## src/rtl/chan_scan_pkg.sv

```systemverilog
// Shared definitions for the channel scan multiplexer.
//   state_t       : controller states (IDLE, FIND, PRESENT)
//   MODE_MANUAL   : single capture of the channel named by sel_in
//   MODE_SCAN     : sweep over every channel enabled in ch_en
//   idx_in_range  : true when a channel index addresses a real channel
package chan_scan_pkg;

  typedef enum logic [1:0] {
    IDLE    = 2'd0,
    FIND    = 2'd1,
    PRESENT = 2'd2
  } state_t;

  localparam logic MODE_MANUAL = 1'b0;
  localparam logic MODE_SCAN   = 1'b1;

  // Index widths are rounded up to a power of two, so an index can name a
  // channel that does not exist when the channel count is not a power of two.
  function automatic logic idx_in_range(input logic [31:0] idx,
                                        input logic [31:0] num_ch);
    return (idx < num_ch);
  endfunction

endpackage

```

## src/rtl/chan_scan_mux_chan_sel_core.sv

```systemverilog
// Combinational NUM_CH:1 word selector.
//   din  : packed channels, channel k = din[k*DATA_W +: DATA_W]
//   sel  : channel index
//   dout : selected word; an index with no matching channel gives zero
module chan_sel_core #(
  parameter int NUM_CH = 8,
  parameter int DATA_W = 8,
  parameter int SEL_W  = 3
) (
  input  logic [NUM_CH*DATA_W-1:0] din,
  input  logic [SEL_W-1:0]         sel,
  output logic [DATA_W-1:0]        dout
);

  // AND-OR selection: each channel contributes only when its index matches,
  // which also gives zero for out-of-range indices without extra logic.
  always_comb begin
    dout = '0;
    for (int k = 0; k < NUM_CH; k++) begin
      dout = dout | (din[k*DATA_W +: DATA_W] & {DATA_W{sel == SEL_W'(k)}});
    end
  end

endmodule

```

## src/rtl/chan_scan_mux.sv

```systemverilog
// Registered NUM_CH:1 channel multiplexer with manual and scan modes.
//   clk, rst_n        : rising-edge clock, asynchronous active-low reset
//   din               : packed input channels
//   ch_en, mode,
//   sel_in, start     : operation request, sampled only when start is taken
//   out_data, out_ch,
//   out_valid,
//   out_ready         : valid/ready result port
//   busy              : operation in progress
//   done, err         : one-cycle end-of-operation and bad-index pulses
module chan_scan_mux
  import chan_scan_pkg::*;
#(
  parameter  int NUM_CH = 8,
  parameter  int DATA_W = 8,
  localparam int SEL_W  = $clog2(NUM_CH)
) (
  input  logic                     clk,
  input  logic                     rst_n,
  input  logic [NUM_CH*DATA_W-1:0] din,
  input  logic [NUM_CH-1:0]        ch_en,
  input  logic                     mode,
  input  logic [SEL_W-1:0]         sel_in,
  input  logic                     start,
  output logic [DATA_W-1:0]        out_data,
  output logic [SEL_W-1:0]         out_ch,
  output logic                     out_valid,
  input  logic                     out_ready,
  output logic                     busy,
  output logic                     done,
  output logic                     err
);

  localparam logic [SEL_W-1:0] LAST_IDX = SEL_W'(NUM_CH - 1);

  state_t              state_r, state_s;
  logic                mode_r, mode_s;
  logic [NUM_CH-1:0]   mask_r, mask_s;
  logic [SEL_W-1:0]    idx_r, idx_s;
  logic [DATA_W-1:0]   out_data_r, out_data_s;
  logic [SEL_W-1:0]    out_ch_r, out_ch_s;
  logic                out_valid_r, out_valid_s;
  logic                busy_r, busy_s;
  logic                done_r, done_s;
  logic                err_r, err_s;
  logic [SEL_W-1:0]    core_sel_s;
  logic [DATA_W-1:0]   core_word_s;
  logic                sel_ok_s;

  // In IDLE the index register is not loaded yet, so a manual capture must
  // look at sel_in directly to achieve one-cycle latency.
  assign core_sel_s = (state_r == IDLE) ? sel_in : idx_r;
  assign sel_ok_s   = idx_in_range(32'(sel_in), 32'(NUM_CH));

  chan_sel_core #(
    .NUM_CH (NUM_CH),
    .DATA_W (DATA_W),
    .SEL_W  (SEL_W)
  ) u_sel (
    .din  (din),
    .sel  (core_sel_s),
    .dout (core_word_s)
  );

  // Next-state, datapath load and pulse generation.
  always_comb begin
    state_s     = state_r;
    mode_s      = mode_r;
    mask_s      = mask_r;
    idx_s       = idx_r;
    out_data_s  = out_data_r;
    out_ch_s    = out_ch_r;
    out_valid_s = out_valid_r;
    done_s      = 1'b0;
    err_s       = 1'b0;
    case (state_r)
      IDLE: begin
        if (start) begin
          mode_s = mode;
          mask_s = ch_en;
          if (mode == MODE_SCAN) begin
            idx_s   = '0;
            state_s = FIND;
          end else if (sel_ok_s) begin
            idx_s       = sel_in;
            out_data_s  = core_word_s;
            out_ch_s    = sel_in;
            out_valid_s = 1'b1;
            state_s     = PRESENT;
          end else begin
            idx_s  = sel_in;
            err_s  = 1'b1;
            done_s = 1'b1;
          end
        end else begin
          state_s = IDLE;
        end
      end
      FIND: begin
        if (mask_r[idx_r]) begin
          out_data_s  = core_word_s;
          out_ch_s    = idx_r;
          out_valid_s = 1'b1;
          state_s     = PRESENT;
        end else if (idx_r == LAST_IDX) begin
          done_s  = 1'b1;
          state_s = IDLE;
        end else begin
          idx_s = idx_r + SEL_W'(1);
        end
      end
      PRESENT: begin
        // out_valid is always set in this state, so out_ready alone
        // completes the handshake.
        if (out_ready) begin
          out_valid_s = 1'b0;
          if ((mode_r == MODE_MANUAL) || (idx_r == LAST_IDX)) begin
            done_s  = 1'b1;
            state_s = IDLE;
          end else begin
            idx_s   = idx_r + SEL_W'(1);
            state_s = FIND;
          end
        end else begin
          state_s = PRESENT;
        end
      end
      default: begin
        out_valid_s = 1'b0;
        state_s     = IDLE;
      end
    endcase
    busy_s = (state_s != IDLE);
  end

  // State and output registers.
  always_ff @(posedge clk or negedge rst_n) begin
    if (!rst_n) begin
      state_r     <= IDLE;
      mode_r      <= MODE_MANUAL;
      mask_r      <= '0;
      idx_r       <= '0;
      out_data_r  <= '0;
      out_ch_r    <= '0;
      out_valid_r <= 1'b0;
      busy_r      <= 1'b0;
      done_r      <= 1'b0;
      err_r       <= 1'b0;
    end else begin
      state_r     <= state_s;
      mode_r      <= mode_s;
      mask_r      <= mask_s;
      idx_r       <= idx_s;
      out_data_r  <= out_data_s;
      out_ch_r    <= out_ch_s;
      out_valid_r <= out_valid_s;
      busy_r      <= busy_s;
      done_r      <= done_s;
      err_r       <= err_s;
    end
  end

  assign out_data  = out_data_r;
  assign out_ch    = out_ch_r;
  assign out_valid = out_valid_r;
  assign busy      = busy_r;
  assign done      = done_r;
  assign err       = err_r;

endmodule

```

## config.mk

```make
export PLATFORM = sky130hd
export DESIGN_NAME = chan_scan_mux
export DESIGN_NICKNAME = d
export VERILOG_FILES = /design/src/rtl/chan_scan_pkg.sv /design/src/rtl/chan_scan_mux_chan_sel_core.sv /design/src/rtl/chan_scan_mux.sv
export SDC_FILE = /design/constraint.sdc
export NUM_CORES = 1
export LEC_CHECK = 0
export CORE_MARGIN = 2
export CORE_UTILIZATION = 34
export CTS_CLUSTER_SIZE = 24
export DETAILED_ROUTE_END_ITERATION = 10
export PLACE_DENSITY = 0.77
export SLEW_MARGIN = 5
export SYNTH_ARGS = -nofsm -noshare
export SYNTH_HDL_FRONTEND = slang
export SYNTH_SLANG_ARGS = --single-unit
```

## constraint.sdc

```tcl
create_clock -name clk -period 7.1 [get_ports clk]
set_clock_uncertainty 0.1 [all_clocks]
set_input_delay 1.775 -clock clk [delete_from_list [all_inputs] [get_ports clk]]
set_output_delay 1.775 -clock clk [all_outputs]
set_load 0.02 [all_outputs]
```

==> metrics.txt <==
crit path kind in -> reg; Crit path required time 7170 ps; Initial Util 0.353; setup TNS 0 ps; GR peak layer met2; WP buf/inv 1; Yosys reg bits 28; met1 GRT Util 0.233; dpl ws just under 3000 ps; post-synth top area cell dfrtp_1; CTS tree done; Post-Route WL 5.79 mm; first-pass GRT wire length 9.17 mm; Setup-failing EPs final 0; sequential element share of the synthesized area 0.334; crit path DAT 4030 ps; Num Clock Sinks 28; clock latency on the worst-skew pair 270 ps; yosys warns 0; unrepaired setup endpoints after global routing false; Crit-path slowest cell o22ai_1; Post-synth EDFFs 0; largest net degree at the start of global routing 29; number of global-route vias before repair ~1900; PortBufs 93; Final Wtd Congestion 0.795; Worst Setup Slack, final roughly 3100 ps; Final min period slightly below 4000 ps; max frequency 253 MHz; area grow syn2layout 46.9%; # Post-CTS Setup Buffers 0; Mapped Area 2100 um^2; crit path cell chain clkdlybuf4s50_1, nand2_1, o22ai_1, nand2_2, mux2_2; Root Buffer clkbuf_8; H-Tree Depth 1; LEAKAGE 1.21 nW; Die Height 82.6 um; met3 GRT Util 0.0272; PostCTS Resize Cnt 0; Yosys cell types 49; met2 Usage GRT 0.288; share of layout cells above drive strength 1 0.0927; status finished, final reports clean; hold crit path type reg -> reg; synth cell count leaders dfrtp_1 (28), mux2_2 (19), nand2_1 (17); FILL cells 583; PD cells 361 nW/um^2; Synth Flop Type dfrtp_1; most frequent cell after synthesis dfrtp_1; Die W ~83 um; top post-synthesis cells by area dfrtp_1 (33%), mux2_2 (10%), mux2i_1 (7.2%); critical path peak fanout 14; Die ar. 6820 um^2; DR vias/cell 5.37; critical path's top delay family compound AO/OA/AOI/OAI gates; total track usage 0.171; Crit. End Element register; Rows 28; max_slew headroom 0.280; CTS Buf Count 3; total vias in the final route between 2000 and 2500; grt ovf 0; drt first pass iters 4; fin crit share 0.558; CTS Hold Bufs 0; Final #Nets 390; Inserted Diodes 0; HPWL Detailed 4.62 mm; WL/cell 15.4 um; DRC Markers 0; Core Area slightly below 6000 um^2; Clock Tree Buf Depth 2; Mapped Cells between 200 and 250; worst slew pin tran 1080 ps; syn avg cell area 9.54 um^2; final hold vios 0; IO Count 95; max cap viols 0; Slew Viols, Final 0; IR drop worst, VDD 162 uV; CP max stage delay 880 ps; antenna viol nets, final 0; Synth top area share 0.334; Clock transition at path regs ~90 ps; Post-synth ARST share 1.00; Net Count, Synth 306; DR iter-0 viols between 100 and 150; CP Launch Type primary input; initial antenna violation count 0
power breakdown:
group | switching (mW) | internal [mW]
clock network | 0.0492 | 0.0381
logic | 0.371 | 0.354
registers | 0.0642 | 0.237
total | 0.484 | 0.630
flip-flops by register name (all words and copies together) (netlist names), 2 cells and up:
name,count
idx_r,3
mask_r,8
out_ch,3
out_data,8
state_r,2
worst reg2reg max path: cells and delay by family, from the launching register on:
family | cells | cell delay, ps
simple gates | 2 | 730
buf+inv | 1 | 100
mux | 1 | 330
fa+ha+maj | 1 | 630
flops | 1 | 440
compound gates | 1 | 880
routing by layer:
layer,wire (um),part of all wire
met5,0,0
met3,284,0.049
met4,44,0.0076
met1,2530,0.44
met2,2940,0.51
kinds of logic after synthesis:
| family | Yosys count | synth area share |
|---|---|---|
| AOI/OAI and AO/OA | 68 | 0.231 |
| adders and majority gates | 6 | 0.0358 |
| buffers and inverters | 27 | 0.0655 |
| DFF | 28 | 0.334 |
| muxes | 36 | 0.195 |
| other | 1 | 0.00179 |
| and+or+nand+nor | 54 | 0.138 |
stage by stage:
step | util | std cells | total power [mW] | instance area, um^2 | hold slack (ps)
global placement | 0.511 | 374 | 1.01 | 3040 | 381
finish | 0.518 | 377 | 1.11 | 3080 | 410
CTS | 0.518 | 377 | 1.12 | 3080 | 412
global route | 0.518 | 377 | 1.21 | 3080 | 437
detailed placement | 0.511 | 374 | 1.03 | 3040 | 389
floorplan | - | 220 | 0.818 | 2100 | 369
cell usage in the layout, fill, tap and decap left out, drive strengths merged, types with 5 or more instances in the layout:
master	count
mux2i	15
a221oi	6
a31oi	8
o21ai	5
dfrtp	28
a22oi	7
nor2	6
clkdlybuf4s50	93
a21oi	13
ha	6
mux2	19
nand2	18
nand3b	5
inv	11
layout make-up:
type                       instances  area (um^2)  share of cell area
inverter                          11         41.3              0.0134
tap                               75         93.8              0.0304
timing repair buffer              95          946               0.307
multi-input combinational        165         1260               0.409
clock buffer                       3         41.3              0.0134
sequential                        28          701               0.227
worst paths after layout:
| kind | start | to | slack (ps) | depth (start not counted) |
|---|---|---|---|---|
| min in group asynchronous | rst_n | state_r[0] | 1770 | 2 |
| max in group asynchronous | rst_n | busy | 4860 | 2 |
| hold reg to reg | mask_r[2] | mask_r[2] | 410 | 1 |
| setup / recovery | start | out_data[1] | 3140 | 5 |
| hold / removal | mask_r[2] | mask_r[2] | 410 | 1 |
| setup reg to reg | state_r[1] | out_data[1] | 3780 | 6 |
No activity file was read; power rests on OpenSTA's default activity.
